`config.mk`:
```
export PLATFORM = sky130hd
export DESIGN_NAME = if_prefetch_unit
export DESIGN_NICKNAME = d
export VERILOG_FILES = /design/src/rtl/if_prefetch_unit.sv
export SDC_FILE = /design/constraint.sdc
export NUM_CORES = 1
export LEC_CHECK = 0
export ABC_CLOCK_PERIOD_IN_PS = 3100
export BUFFER_PORTS_ARGS = -buffer_cell sky130_fd_sc_hd__buf_2
export CAP_MARGIN = 5
export CORE_MARGIN = 5
export CORE_UTILIZATION = 58
export DETAILED_ROUTE_END_ITERATION = 8
export PLACE_DENSITY_LB_ADDON = 0.25
export SLEW_MARGIN = 25
export SYNTH_ARGS = -nofsm -noshare
export SYNTH_HDL_FRONTEND = slang
export SYNTH_SLANG_ARGS = --single-unit
export TNS_END_PERCENT = 50
```
`constraint.sdc`:
```
create_clock -name clk -period 3.1 [get_ports clk]
set_input_delay 0.31 -clock clk [delete_from_list [all_inputs] [get_ports clk]]
set_output_delay 0.31 -clock clk [all_outputs]
set_load 0.1 [all_outputs]
```
`src/rtl/if_prefetch_unit.sv`:
```
// -----------------------------------------------------------------------------
// if_prefetch_unit
// Instruction-fetch prefetcher. Issues sequential fetch requests (one
// outstanding at a time) into a small FIFO of {fetch address, instruction}
// entries and hands the FIFO head to the decode stage. A redirect (PC_src)
// flushes the queue, reloads the fetch PC and discards any in-flight response.
//
// Ports
//   clk, rst_n     : clock, asynchronous active-low reset
//   PC_src         : redirect request (flush + reload fetch PC)
//   PC_branch      : redirect target address
//   mem_rd_en      : one-cycle fetch request pulse (combinational)
//   mem_addr       : fetch address, valid while mem_rd_en=1
//   mem_rdata      : returned instruction
//   mem_rvalid     : mem_rdata valid (one response per request)
//   instr_valid    : queue head valid (combinational, masked by PC_src)
//   instr_ready    : consumer accepts the head entry
//   instruction    : head instruction
//   PC_out         : fetch address of head instruction
//   occupancy      : number of queued entries
// -----------------------------------------------------------------------------
module if_prefetch_unit #(
    parameter int unsigned ADDR_W   = 16,
    parameter int unsigned INSTR_W  = 16,
    parameter int unsigned PC_INC   = 4,
    parameter int unsigned DEPTH    = 4,
    parameter int unsigned RESET_PC = 0
) (
    input  logic                       clk,
    input  logic                       rst_n,
    input  logic                       PC_src,
    input  logic [ADDR_W-1:0]          PC_branch,
    output logic                       mem_rd_en,
    output logic [ADDR_W-1:0]          mem_addr,
    input  logic [INSTR_W-1:0]         mem_rdata,
    input  logic                       mem_rvalid,
    output logic                       instr_valid,
    input  logic                       instr_ready,
    output logic [INSTR_W-1:0]         instruction,
    output logic [ADDR_W-1:0]          PC_out,
    output logic [$clog2(DEPTH+1)-1:0] occupancy
);

    localparam int unsigned PTR_W = $clog2(DEPTH);
    localparam int unsigned OCC_W = $clog2(DEPTH+1);

    typedef enum logic [1:0] {
        ST_IDLE    = 2'd0,
        ST_WAIT    = 2'd1,
        ST_DISCARD = 2'd2
    } state_e;

    state_e               state_q,    state_d;
    logic [ADDR_W-1:0]    fetch_pc_q, fetch_pc_d;
    logic [ADDR_W-1:0]    req_addr_q, req_addr_d;
    logic [PTR_W-1:0]     wr_ptr_q,   wr_ptr_d;
    logic [PTR_W-1:0]     rd_ptr_q,   rd_ptr_d;
    logic [OCC_W-1:0]     occ_q,      occ_d;
    logic [INSTR_W-1:0]   instr_mem_q [DEPTH];
    logic [INSTR_W-1:0]   instr_mem_d [DEPTH];
    logic [ADDR_W-1:0]    pc_mem_q    [DEPTH];
    logic [ADDR_W-1:0]    pc_mem_d    [DEPTH];

    logic                 issue;
    logic                 push;
    logic                 pop;
    logic                 space_after_push;

    // Head is presentable only when queued and not being flushed this cycle.
    assign instr_valid = (occ_q != '0) & ~PC_src;
    assign pop         = instr_valid & instr_ready;
    assign instruction = instr_mem_q[rd_ptr_q];
    assign PC_out      = pc_mem_q[rd_ptr_q];
    assign occupancy   = occ_q;
    assign mem_addr    = fetch_pc_q;
    // Reset masks the request pulse even though the FSM already sits in IDLE.
    assign mem_rd_en   = issue & rst_n;

    // Room for another entry once this cycle's push and pop have both landed.
    // occ_q >= pop always holds, since pop requires a non-empty queue.
    assign space_after_push = (occ_q - OCC_W'(pop)) < OCC_W'(DEPTH - 1);

    // Next-state, issue decision and queue update.
    always_comb begin
        state_d     = state_q;
        fetch_pc_d  = fetch_pc_q;
        req_addr_d  = req_addr_q;
        wr_ptr_d    = wr_ptr_q;
        rd_ptr_d    = rd_ptr_q;
        occ_d       = occ_q;
        instr_mem_d = instr_mem_q;
        pc_mem_d    = pc_mem_q;
        issue       = 1'b0;
        push        = 1'b0;

        unique case (state_q)
            ST_IDLE: begin
                if (!PC_src && (occ_q < OCC_W'(DEPTH))) begin
                    issue   = 1'b1;
                    state_d = ST_WAIT;
                end
            end
            ST_WAIT: begin
                if (PC_src) begin
                    // Response arriving with the redirect is simply dropped.
                    state_d = mem_rvalid ? ST_IDLE : ST_DISCARD;
                end else if (mem_rvalid) begin
                    push = 1'b1;
                    if (space_after_push) begin
                        issue = 1'b1;
                    end else begin
                        state_d = ST_IDLE;
                    end
                end
            end
            ST_DISCARD: begin
                if (mem_rvalid) begin
                    state_d = ST_IDLE;
                end
            end
            default: state_d = ST_IDLE;
        endcase

        // Fetch PC: redirect wins, otherwise advance on every issued request.
        if (PC_src) begin
            fetch_pc_d = PC_branch;
        end else if (issue) begin
            fetch_pc_d = fetch_pc_q + ADDR_W'(PC_INC);
        end
        if (issue) begin
            req_addr_d = fetch_pc_q;
        end

        if (PC_src) begin
            wr_ptr_d = '0;
            rd_ptr_d = '0;
            occ_d    = '0;
        end else begin
            if (push) begin
                instr_mem_d[wr_ptr_q] = mem_rdata;
                pc_mem_d[wr_ptr_q]    = req_addr_q;
                wr_ptr_d              = wr_ptr_q + PTR_W'(1);
            end
            if (pop) begin
                rd_ptr_d = rd_ptr_q + PTR_W'(1);
            end
            occ_d = occ_q + OCC_W'(push) - OCC_W'(pop);
        end
    end

    // State and queue registers.
    always_ff @(posedge clk or negedge rst_n) begin
        if (!rst_n) begin
            state_q    <= ST_IDLE;
            fetch_pc_q <= ADDR_W'(RESET_PC);
            req_addr_q <= '0;
            wr_ptr_q   <= '0;
            rd_ptr_q   <= '0;
            occ_q      <= '0;
            for (int i = 0; i < DEPTH; i++) begin
                instr_mem_q[i] <= '0;
                pc_mem_q[i]    <= '0;
            end
        end else begin
            state_q     <= state_d;
            fetch_pc_q  <= fetch_pc_d;
            req_addr_q  <= req_addr_d;
            wr_ptr_q    <= wr_ptr_d;
            rd_ptr_q    <= rd_ptr_d;
            occ_q       <= occ_d;
            instr_mem_q <= instr_mem_d;
            pc_mem_q    <= pc_mem_d;
        end
    end

endmodule
```
==> flow_results.xml, run 1 <==
<?xml version="1.0" encoding="UTF-8"?>
<metrics>
  <group name="global_routing">
    <metric name="grt_use_met2" unit="%">35.5</metric>
    <metric name="pin_count_of_the_biggest_net_entering_global_routing" unit="">97</metric>
    <metric name="first_global_vias" unit="">5042</metric>
    <metric name="grt.met1_usage" unit="%">27.3</metric>
    <metric name="grt_busiest_layer" unit="">met2</metric>
    <metric name="globalRouteOverflowTotal" unit="">0</metric>
    <metric name="grt_first_pass_wirelength" unit="um">26000</metric>
    <metric name="grt_antenna_before_repair" unit="">0</metric>
    <metric name="grt_util_met3" unit="%">5.23</metric>
    <metric name="grt_usage" unit="%">21.1</metric>
  </group>
  <group name="floorplan">
    <metric name="initial_utilization" unit="%">58.4</metric>
    <metric name="fp.dieH" unit="um">125</metric>
    <metric name="design.portCount" unit="">90</metric>
    <metric name="placementRows" unit="">42</metric>
    <metric name="die-area" unit="mm2">0.0156</metric>
    <metric name="coreArea" unit="mm2">0.0131</metric>
    <metric name="chipWidth" unit="um">125</metric>
  </group>
  <group name="clock_network">
    <metric name="cts_max_level" unit="">4</metric>
    <metric name="clk_pin_slew" unit="ns">0.06</metric>
    <metric name="cts.path.max_buffers" unit="">2</metric>
    <metric name="cts_buffers" unit="">17</metric>
    <metric name="clkLatencyLatePin" unit="ns">0.42</metric>
    <metric name="root_buffer" unit="">clkbuf_16</metric>
    <metric name="clock_sink_count" unit="">169</metric>
    <metric name="tritoncts" unit="">done</metric>
  </group>
  <group name="logic_synthesis">
    <metric name="synth-simple-area-share" unit="%">4.54</metric>
    <metric name="synth_mux_area_share" unit="%">31.2</metric>
    <metric name="synth.distinct_cells" unit="">39</metric>
    <metric name="synth_fa_ha_area_share" unit="%">1.74</metric>
    <metric name="main_combinational_cell_family_by_area_after_synthesis" unit="">multiplexers</metric>
    <metric name="synth_xor_area_share" unit="%">0.573</metric>
    <metric name="synth_enable_flop_cells" unit="">0</metric>
    <metric name="synth_seq_area_share" unit="%">55.4</metric>
    <metric name="count_of_warnings_emitted_by_yosys" unit="">0</metric>
    <metric name="ys_dominant_reg_cell" unit="">dfrtp_1</metric>
    <metric name="synth-seq-cells" unit="">169</metric>
    <metric name="post_synth_net_total" unit="">559</metric>
    <metric name="synth_instances" unit="">512</metric>
    <metric name="postSynthAreaPerCell" unit="um2">14.9</metric>
    <metric name="asyncSetResetFlopFracSynth" unit="%">100</metric>
    <metric name="syn-cell-area" unit="mm2">0.00764</metric>
    <metric name="synth-compound-area-share" unit="%">3.79</metric>
  </group>
  <group name="cells_and_area">
    <metric name="layout.cells.most_common" unit="">dfrtp_1</metric>
    <metric name="number_of_nets_in_the_layout" unit="">650</metric>
    <metric name="sequential_cell_area" unit="mm2">0.00424</metric>
    <metric name="final_cell_mix" unit="">dfrtp_1 (165), mux2_2 (144), buf_2 (87)</metric>
    <metric name="multi_input_comb_area" unit="mm2">0.00323</metric>
    <metric name="antenna_cells" unit="">0</metric>
    <metric name="fillers" unit="">938</metric>
    <metric name="layout-drive-gt1-share" unit="%">52.4</metric>
    <metric name="areaGrowthSynthToFinish" unit="%">17.0</metric>
  </group>
  <group name="drt">
    <metric name="detail-route-antenna-nets" unit="">0</metric>
    <metric name="detailedRoute.firstIterationViolations" unit="">274</metric>
    <metric name="viasPerCell" unit="">5.89</metric>
    <metric name="vias_post_dr" unit="">4662</metric>
    <metric name="remaining_drc_errors" unit="">0</metric>
    <metric name="drt-total-wl" unit="um">15500</metric>
    <metric name="post_drt_wl_per_cell" unit="um">19.6</metric>
    <metric name="firstDrtPassIters" unit="">4</metric>
  </group>
  <group name="sta">
    <metric name="worst_slew_pin_slew" unit="ns">0.553</metric>
    <metric name="report.final.slew_viol_count" unit="">0</metric>
    <metric name="timing.final.setup_violations" unit="">0</metric>
    <metric name="final.min_clock_period" unit="ns">2.98</metric>
    <metric name="final_min_period_over_clock_period" unit="%">96.1</metric>
    <metric name="timing.fmax" unit="MHz">336</metric>
    <metric name="fin_tns_setup" unit="ns">0</metric>
    <metric name="final.setup.worst_slack" unit="ns">0.120</metric>
    <metric name="maxSlewHeadroom" unit="%">63.0</metric>
    <metric name="final.setup_skew" unit="ns">0.00758</metric>
    <metric name="rsz0062_at_grt" unit="">no</metric>
    <metric name="report.final.hold_viol_count" unit="">0</metric>
  </group>
  <group name="critical_path">
    <metric name="critPathSlowestCell" unit="">dfrtp_4</metric>
    <metric name="timing.critical_path.slowest_cell_delay" unit="ns">0.51</metric>
    <metric name="critical-path-top-delay-family" unit="">simple AND/OR/NAND/NOR gates</metric>
    <metric name="critical_path.endpoint_type" unit="">output port</metric>
    <metric name="critPathKind" unit="">flip-flop to output port</metric>
    <metric name="critPathArrivalTime" unit="ns">2.67</metric>
    <metric name="timing.critical_path.cells" unit="">nor3_4 &gt; nor2_4 &gt; and2_4 &gt; ha_1 &gt; ha_1 &gt; or2_4 &gt; a31o_2 &gt; and2_4 &gt; buf_12</metric>
    <metric name="worstPathRequired" unit="ns">2.79</metric>
    <metric name="critical_path_buf_inv_count" unit="">1</metric>
    <metric name="kind_of_start_point_of_the_critical_path" unit="">flip-flop</metric>
    <metric name="crit_path_max_fanout" unit="">4</metric>
  </group>
  <group name="status">
    <metric name="run_status" unit="">finished, final reports clean</metric>
  </group>
  <group name="placement">
    <metric name="io_buffers" unit="">89</metric>
    <metric name="dp.final_hpwl" unit="um">9980</metric>
    <metric name="pre_cts_slack" unit="ns">0.227</metric>
    <metric name="routabilityCongestion" unit="">0.775</metric>
  </group>
  <group name="job">
    <metric name="drv.max_cap_violation_count" unit="">0</metric>
  </group>
  <group name="hold_path">
    <metric name="hold_class" unit="">input port to flip-flop</metric>
  </group>
</metrics>
## state kept, by name (all words and copies together), names as in the netlist
signal / cells
pc_mem_q: 64
wr_ptr_q: 2
mem_addr: 16
state_q: 2
rd_ptr_q: 2
instr_mem_q: 64
req_addr_q: 16
occupancy: 3
## synth_stat cells (8+ instances only)
cell type | instances | area, um2
mux4_2 | 32 | 721
nand2_1 | 23 | 86.3
ha_1 | 9 | 113
inv_1 | 11 | 41.3
clkbuf_1 | 8 | 30.0
dfrtp_1 | 169 | 4230
buf_2 | 20 | 100
nor2_1 | 10 | 37.5
mux2_2 | 144 | 1620
o21ai_0 | 10 | 50.1
a221o_1 | 8 | 80.1
## what timing repair did
| item | in CTS | in global routing |
|---|---|---|
| gates cloned | 0 | 0 |
| resized for setup | 0 | 2 |
| pin swaps | 1 | 1 |
| hold endpoints to repair | 30 | 0 |
| setup buffers | 1 | 1 |
| hold buffers | 1 | 0 |
| setup endpoints to repair | 1 | 1 |
## final cells by class
class,count,share of cell area [%]
inverters,11,0.462
multi-input cells,300,36.2
clock buffers,22,5.08
flip-flops and latches,169,47.5
repair buffers,104,7.21
well taps,176,2.47
clock inverters,9,1.12
## worst paths after layout
kind,startpoint,to,slack (ns),depth (start not counted)
setup / recovery,occupancy[0]$_DFF_PN0_,mem_rd_en,0.12,9
min in group asynchronous,rst_n,pc_mem_q[57]$_DFFE_PN0P_,0.36,2
hold reg to reg,instr_mem_q[30]$_DFFE_PN0P_,instr_mem_q[30]$_DFFE_PN0P_,0.50,1
setup reg to reg,occupancy[0]$_DFF_PN0_,mem_addr[9]$_DFFE_PN0P_,0.21,10
max in group asynchronous,rst_n,rd_ptr_q[0]$_DFFE_PN0P_,1.84,3
hold / removal,mem_rvalid,state_q[1]$_DFFE_PN0P_,0.07,2
## kinds of logic after synthesis
family,after synthesis
buf+inv,43
compound gates,38
simple gates,67
flops,169
mux,180
xor+xnor,5
fa+ha+maj,10
## routing by layer
metal / wire length (um) / share of wire [%]
met4: 246 / 1.6
met3: 613 / 3.9
met5: 0 / 0
met2: 8020 / 52
met1: 6650 / 43
## metrics by stage
stage	std cells	area [um2]	util, %	hold slack (ns)
after floorplan	512	7670	-	0.0144
after global placement	757	8340	63.8	0.225
after detailed placement	757	8340	63.8	0.232
after CTS	790	8910	68.1	0.0536
after global routing	791	8930	68.3	0.0600
final	791	8930	68.3	0.0667
Power of run 1 is not shown: default switching activity piles up to over one toggle a cycle in this logic, so the estimate is an artifact.
==> inputs of run 2 (changes only) <==
Settings changed: ABC_CLOCK_PERIOD_IN_PS 3100 to 2400, CAP_MARGIN 5 to 20, CORE_UTILIZATION 58 to 53, CTS_CLUSTER_SIZE from default to 40.
Clock period 3.1 ns to 2.4 ns, I/O delays scaled along.
==> run 2 against run 1 <==
Against the previous run:
- die area up 8.7%
- first-iteration DRC count shrank 7.7%
- the run now ends with negative setup slack left
- clock-buffer cell count stayed put
- critical endpoint unchanged
- highest routed layer unchanged
- clock skew fell by 0.0017 ns
==> flow_results.xml, run 2 (synthesis gave the netlist of run 1 again) <==
<?xml version="1.0" encoding="UTF-8"?>
<metrics>
  <group name="clock_network">
    <metric name="cts_max_level" unit="">4</metric>
    <metric name="tritoncts" unit="">done</metric>
    <metric name="clk_pin_slew" unit="ns">0.06</metric>
    <metric name="cts_buffers" unit="">17</metric>
    <metric name="clkLatencyLatePin" unit="ns">0.42</metric>
    <metric name="clock_sink_count" unit="">169</metric>
    <metric name="root_buffer" unit="">clkbuf_16</metric>
    <metric name="cts.path.max_buffers" unit="">2</metric>
  </group>
  <group name="critical_path">
    <metric name="r2r-start" unit="">occupancy[2]$_DFF_PN0_</metric>
    <metric name="critical_path_buf_inv_count" unit="">2</metric>
    <metric name="timing.rr.end" unit="">req_addr_q[12]$_DFFE_PN0P_</metric>
    <metric name="worstPathRequired" unit="ns">2.16</metric>
    <metric name="kind_of_start_point_of_the_critical_path" unit="">flip-flop</metric>
    <metric name="critPathArrivalTime" unit="ns">2.53</metric>
    <metric name="critical-path-top-delay-family" unit="">simple AND/OR/NAND/NOR gates</metric>
    <metric name="timing.critical_path.slowest_cell_delay" unit="ns">0.48</metric>
    <metric name="r2r.worst_path.cells" unit="">12</metric>
    <metric name="timing.critical_path.cells" unit="">nor3_4 &gt; nor2_4 &gt; and2_4 &gt; ha_4 &gt; ha_4 &gt; xnor2_2 &gt; buf_4 &gt; a31o_4 &gt; and2_4 &gt; buf_12</metric>
    <metric name="crit_path_max_fanout" unit="">2</metric>
    <metric name="regToRegSetupSlack" unit="ns">-0.28</metric>
    <metric name="critPathKind" unit="">flip-flop to output port</metric>
    <metric name="critPathSlowestCell" unit="">dfrtp_4</metric>
    <metric name="critical_path.endpoint_type" unit="">output port</metric>
  </group>
  <group name="placement">
    <metric name="dp.final_hpwl" unit="um">10400</metric>
    <metric name="place.detailed.instances" unit="">780</metric>
    <metric name="io_buffers" unit="">89</metric>
    <metric name="routabilityCongestion" unit="">0.805</metric>
  </group>
  <group name="sta">
    <metric name="timing.final.setup_violations" unit="">31</metric>
    <metric name="hold_ws" unit="ns">0.0463</metric>
    <metric name="maxSlewHeadroom" unit="%">54.0</metric>
    <metric name="report.final.hold_viol_count" unit="">0</metric>
    <metric name="report.final.slew_viol_count" unit="">0</metric>
    <metric name="worst_slew_pin_slew" unit="ns">0.690</metric>
    <metric name="final.min_clock_period" unit="ns">2.77</metric>
    <metric name="final_min_period_over_clock_period" unit="%">115</metric>
    <metric name="rsz0062_at_grt" unit="">yes</metric>
    <metric name="final.setup.worst_slack" unit="ns">-0.370</metric>
    <metric name="timing.fmax" unit="MHz">361</metric>
    <metric name="final.setup_skew" unit="ns">0.00590</metric>
  </group>
  <group name="cells_and_area">
    <metric name="number_of_nets_in_the_layout" unit="">679</metric>
    <metric name="fillers" unit="">940</metric>
    <metric name="largestRegisters" unit="">instr_mem_q (64), pc_mem_q (64)</metric>
    <metric name="layout-drive-gt1-share" unit="%">57.0</metric>
    <metric name="final_cells" unit="">824</metric>
    <metric name="final_cell_mix" unit="">dfrtp_1 (165), mux2_2 (135), buf_2 (55)</metric>
    <metric name="antenna_cells" unit="">0</metric>
    <metric name="areaGrowthSynthToFinish" unit="%">27.8</metric>
    <metric name="multi_input_comb_area" unit="mm2">0.00337</metric>
    <metric name="finalCoreUtilization" unit="%">69.8</metric>
    <metric name="layout.cells.most_common" unit="">dfrtp_1</metric>
    <metric name="sequential_cell_area" unit="mm2">0.00424</metric>
  </group>
  <group name="drt">
    <metric name="post_drt_wl_per_cell" unit="um">19.5</metric>
    <metric name="drt-total-wl" unit="um">16100</metric>
    <metric name="viasPerCell" unit="">5.81</metric>
    <metric name="detail-route-antenna-nets" unit="">0</metric>
    <metric name="firstDrtPassIters" unit="">4</metric>
    <metric name="topRoutingLayerUsed" unit="">met4</metric>
    <metric name="detailedRoute.firstIterationViolations" unit="">253</metric>
    <metric name="detail_route.wirelength.met1" unit="um">6940</metric>
    <metric name="detailroute.wirelength.met3" unit="um">816</metric>
    <metric name="remaining_drc_errors" unit="">0</metric>
    <metric name="wl_met2" unit="um">8070</metric>
    <metric name="vias_post_dr" unit="">4784</metric>
  </group>
  <group name="floorplan">
    <metric name="placementRows" unit="">43</metric>
    <metric name="design.portCount" unit="">90</metric>
    <metric name="fp.dieH" unit="um">130</metric>
    <metric name="coreArea" unit="mm2">0.0140</metric>
    <metric name="die-area" unit="mm2">0.0169</metric>
    <metric name="chipWidth" unit="um">130</metric>
    <metric name="initial_utilization" unit="%">54.6</metric>
  </group>
  <group name="global_routing">
    <metric name="globalRouteOverflowTotal" unit="">0</metric>
    <metric name="grt_first_pass_wirelength" unit="um">26900</metric>
    <metric name="first_global_vias" unit="">5305</metric>
    <metric name="grt_usage" unit="%">20.6</metric>
    <metric name="pin_count_of_the_biggest_net_entering_global_routing" unit="">57</metric>
    <metric name="grt_antenna_before_repair" unit="">0</metric>
  </group>
  <group name="hold_path">
    <metric name="hold_end" unit="">mem_addr[2]$_DFFE_PN0P_</metric>
    <metric name="hold_class" unit="">input port to flip-flop</metric>
    <metric name="hp-start" unit="">PC_branch[2]</metric>
    <metric name="min_delay_path_depth" unit="">3</metric>
  </group>
  <group name="status">
    <metric name="violations" unit="">negative setup slack</metric>
    <metric name="run_status" unit="">finished, violations left</metric>
  </group>
  <group name="job">
    <metric name="drv.max_cap_violation_count" unit="">0</metric>
  </group>
</metrics>
## run 2: cell types whose count changed in the layout (fill, tap and decap cells not counted), sizes merged
cell	delta
clkinv	+1
bufinv	-1
buf	+28
dlygate4sd3	+1
## run 2: worst register-to-register path: cells and delay by family, from the launching register on
kind	cells	cell delay, ns
xor+xnor	1	0.14
fa+ha+maj	2	0.32
flops	1	0.48
buf+inv	4	0.54
mux	1	0.32
simple gates	3	0.45
compound gates	1	0.33
## run 2: area by class of cell
type / count / area share (%)
clock inverters: 9 / 0.769
multi-input cells: 300 / 34.5
flip-flops and latches: 169 / 43.5
inverters: 11 / 0.423
repair buffers: 133 / 13.7
well taps: 180 / 2.31
clock buffers: 22 / 4.76
## run 2: stage by stage
stage	TNS (ns)	worst slack, ns	area [um2]
after floorplan	-16.06	-0.583	7750
after global placement	-0.544	-0.0573	9010
after detailed placement	-1.33	-0.104	9010
after CTS	-6.00	-0.371	9730
after global routing	-8.29	-0.428	9760
final	-6.15	-0.370	9760
## run 2: repair_timing
item	in CTS	in global routing
gates cloned	1	0
hold buffers	2	0
resized for setup	17	15
endpoints found under the setup margin	25	31
buffers inserted	11	4
pin swaps	9	7
hold endpoints to repair	61	0
## run 2: how the worst max path moves through the flow
stage	start	to	slack [ns]	cells after the start
global route	occupancy[2]$_DFF_PN0_	mem_rd_en	-0.43	10
finish	occupancy[2]$_DFF_PN0_	mem_rd_en	-0.37	10
detailed placement	occupancy[2]$_DFF_PN0_	mem_addr[4]$_DFFE_PN0P_	-0.10	10
global placement	occupancy[2]$_DFF_PN0_	mem_addr[4]$_DFFE_PN0P_	-0.06	10
CTS	occupancy[1]$_DFF_PN0_	mem_rd_en	-0.37	9
floorplan	occupancy[2]$_DFF_PN0_	mem_addr[12]$_DFFE_PN0P_	-0.58	10
## run 2: metal layers
metal,vias to the layer above,track usage (%)
met5,-,0
met4,0,6.97
met3,29,4.58
met2,139,34.1
met1,2476,27.4
li1,2140,-
Power of run 2 is left out for the same reason.
==> inputs of run 3 (changes only) <==
Settings changed: REMOVE_ABC_BUFFERS from default to 1.
==> run 3 against run 2 <==
Against the previous run:
- the flow still finishes with violations (negative setup slack)
- critical path depth shrank 1
- hold slack gained 0.0013 ns
- clock skew grew 0.00074 ns
- maximum frequency grew 2.3%
- non-clock buffer count grew 2
- via count grew 0.65%
- final area shrank 2.7%
- core utilization shrank 1.9 points
- die area is the same
- clock-buffer cell count shrank 3
- global-route usage grew 1.0 points
- worst setup slack gained 0.062 ns
==> flow_results.xml, run 3 (synthesis gave the netlist of run 1 again) <==
<?xml version="1.0" encoding="UTF-8"?>
<metrics>
  <group name="placement">
    <metric name="routabilityCongestion" unit="">0.835</metric>
    <metric name="dp.final_hpwl" unit="um">10800</metric>
    <metric name="place.detailed.instances" unit="">778</metric>
    <metric name="io_buffers" unit="">89</metric>
    <metric name="placed_area" unit="mm2">0.00849</metric>
  </group>
  <group name="sta">
    <metric name="report.final.slew_viol_count" unit="">0</metric>
    <metric name="worst_slew_pin_slew" unit="ns">0.581</metric>
    <metric name="final.min_clock_period" unit="ns">2.71</metric>
    <metric name="timing.fmax" unit="MHz">369</metric>
    <metric name="rsz0062_at_grt" unit="">yes</metric>
    <metric name="report.final.hold_viol_count" unit="">0</metric>
    <metric name="final.setup_skew" unit="ns">0.00663</metric>
    <metric name="final_min_period_over_clock_period" unit="%">113</metric>
    <metric name="timing.final.setup_violations" unit="">30</metric>
    <metric name="final.setup.worst_slack" unit="ns">-0.309</metric>
    <metric name="maxSlewHeadroom" unit="%">61.3</metric>
  </group>
  <group name="critical_path">
    <metric name="critPathLaunch" unit="">occupancy[1]$_DFF_PN0_</metric>
    <metric name="critPathKind" unit="">flip-flop to output port</metric>
    <metric name="kind_of_start_point_of_the_critical_path" unit="">flip-flop</metric>
    <metric name="critical_path.endpoint_type" unit="">output port</metric>
    <metric name="r2r-start" unit="">occupancy[1]$_DFF_PN0_</metric>
    <metric name="worstPathRequired" unit="ns">2.16</metric>
    <metric name="timing.rr.end" unit="">mem_addr[10]$_DFFE_PN0P_</metric>
    <metric name="crit_path_max_fanout" unit="">2</metric>
    <metric name="critPathArrivalTime" unit="ns">2.47</metric>
    <metric name="regToRegSetupSlack" unit="ns">-0.28</metric>
    <metric name="r2r.worst_path.cells" unit="">13</metric>
  </group>
  <group name="clock_network">
    <metric name="cts_max_level" unit="">4</metric>
    <metric name="cts_buffers" unit="">17</metric>
    <metric name="clk_pin_slew" unit="ns">0.07</metric>
    <metric name="clock_sink_count" unit="">169</metric>
    <metric name="tritoncts" unit="">done</metric>
    <metric name="root_buffer" unit="">clkbuf_16</metric>
    <metric name="cts.path.max_buffers" unit="">2</metric>
    <metric name="clkLatencyLatePin" unit="ns">0.42</metric>
  </group>
  <group name="drt">
    <metric name="detailroute.wirelength.met3" unit="um">1080</metric>
    <metric name="remaining_drc_errors" unit="">0</metric>
    <metric name="detail_route.wirelength.met1" unit="um">7190</metric>
    <metric name="topRoutingLayerUsed" unit="">met4</metric>
    <metric name="post_drt_wl_per_cell" unit="um">20.6</metric>
    <metric name="detailedRoute.firstIterationViolations" unit="">283</metric>
    <metric name="viasPerCell" unit="">5.82</metric>
    <metric name="detail-route-antenna-nets" unit="">0</metric>
    <metric name="vias_post_dr" unit="">4815</metric>
    <metric name="drt-total-wl" unit="um">17100</metric>
    <metric name="wl_met2" unit="um">8410</metric>
    <metric name="firstDrtPassIters" unit="">4</metric>
  </group>
  <group name="global_routing">
    <metric name="grt_usage" unit="%">21.7</metric>
    <metric name="first_global_vias" unit="">5265</metric>
    <metric name="grt_antenna_before_repair" unit="">0</metric>
    <metric name="grt_first_pass_wirelength" unit="um">27900</metric>
    <metric name="pin_count_of_the_biggest_net_entering_global_routing" unit="">110</metric>
    <metric name="globalRouteOverflowTotal" unit="">0</metric>
  </group>
  <group name="floorplan">
    <metric name="placementRows" unit="">43</metric>
    <metric name="coreArea" unit="mm2">0.0140</metric>
    <metric name="design.portCount" unit="">90</metric>
    <metric name="fp.dieH" unit="um">130</metric>
    <metric name="chipWidth" unit="um">130</metric>
    <metric name="die-area" unit="mm2">0.0169</metric>
    <metric name="initial_utilization" unit="%">54.6</metric>
  </group>
  <group name="cells_and_area">
    <metric name="sequential_cell_area" unit="mm2">0.00423</metric>
    <metric name="largestRegisters" unit="">instr_mem_q (64), pc_mem_q (64)</metric>
    <metric name="finalCoreUtilization" unit="%">67.9</metric>
    <metric name="final_cells" unit="">827</metric>
    <metric name="fin_area" unit="mm2">0.00950</metric>
    <metric name="multi_input_comb_area" unit="mm2">0.00330</metric>
    <metric name="antenna_cells" unit="">0</metric>
    <metric name="final_cell_mix" unit="">dfrtp_1 (167), mux2_2 (137), buf_2 (86)</metric>
    <metric name="layout.cells.most_common" unit="">dfrtp_1</metric>
    <metric name="fillers" unit="">974</metric>
    <metric name="number_of_nets_in_the_layout" unit="">681</metric>
    <metric name="layout-drive-gt1-share" unit="%">56.0</metric>
    <metric name="areaGrowthSynthToFinish" unit="%">24.3</metric>
  </group>
  <group name="hold_path">
    <metric name="min_delay_path_depth" unit="">2</metric>
    <metric name="hold_end" unit="">mem_addr[0]$_DFFE_PN0P_</metric>
    <metric name="hp-start" unit="">PC_branch[0]</metric>
    <metric name="hold_class" unit="">input port to flip-flop</metric>
  </group>
  <group name="job">
    <metric name="drv.max_cap_violation_count" unit="">0</metric>
  </group>
  <group name="status">
    <metric name="violations" unit="">negative setup slack</metric>
    <metric name="run_status" unit="">finished, violations left</metric>
  </group>
</metrics>
==> run 3: area by class of cell <==
cell class	instances	share of cell area, %
clock buffer	19	4.77
clock inverter	13	2.35
inverter	11	0.435
multi-input combinational	300	34.7
sequential	169	44.6
tap	180	2.37
timing repair buffer	135	10.7
==> run 3: timing repair <==
action	CTS	global route
setup endpoints to repair	30	54
hold buffers	2	0
hold endpoints to repair	30	0
buffers inserted	7	5
pin swaps	7	10
cloned	3	0
resized for setup	14	17
==> run 3: metal layers <==
layer / global-route usage [%] / vias up
met4: 8.25 / 0
met1: 28.1 / 2485
met5: 0 / -
li1: - / 2141
met2: 35.2 / 158
met3: 5.73 / 31
==> run 3: worst max-delay path by stage <==
stage,to,slack [ns],cells past startpoint
finish,mem_rd_en,-0.31,9
global route,mem_rd_en,-0.38,10
CTS,mem_rd_en,-0.34,9
detailed placement,mem_addr[13]$_DFFE_PN0P_,-0.33,9
global placement,mem_addr[5]$_DFFE_PN0P_,-0.25,9
floorplan,mem_addr[14]$_DFFE_PN0P_,-2.26,9
==> run 3: metrics by stage <==
step	worst slack [ns]	TNS (ns)	hold WS, ns
floorplan	-2.26	-76.56	-0.0556
finish	-0.309	-5.52	0.0476
global placement	-0.255	-3.51	0.137
detailed placement	-0.332	-4.85	0.139
global route	-0.376	-7.72	0.0458
CTS	-0.342	-5.60	0.0330
==> run 3: critical path, stage by stage, from the launching register on <==
cell	delay, ns
dfrtp_1	0.40
nor3_2	0.24
nor2_1	0.09
and2_4	0.17
ha_4	0.15
ha_4	0.20
or2_4	0.23
a31o_4	0.24
and2_4	0.16
buf_12	0.16
Power of run 3 is left out for the same reason.
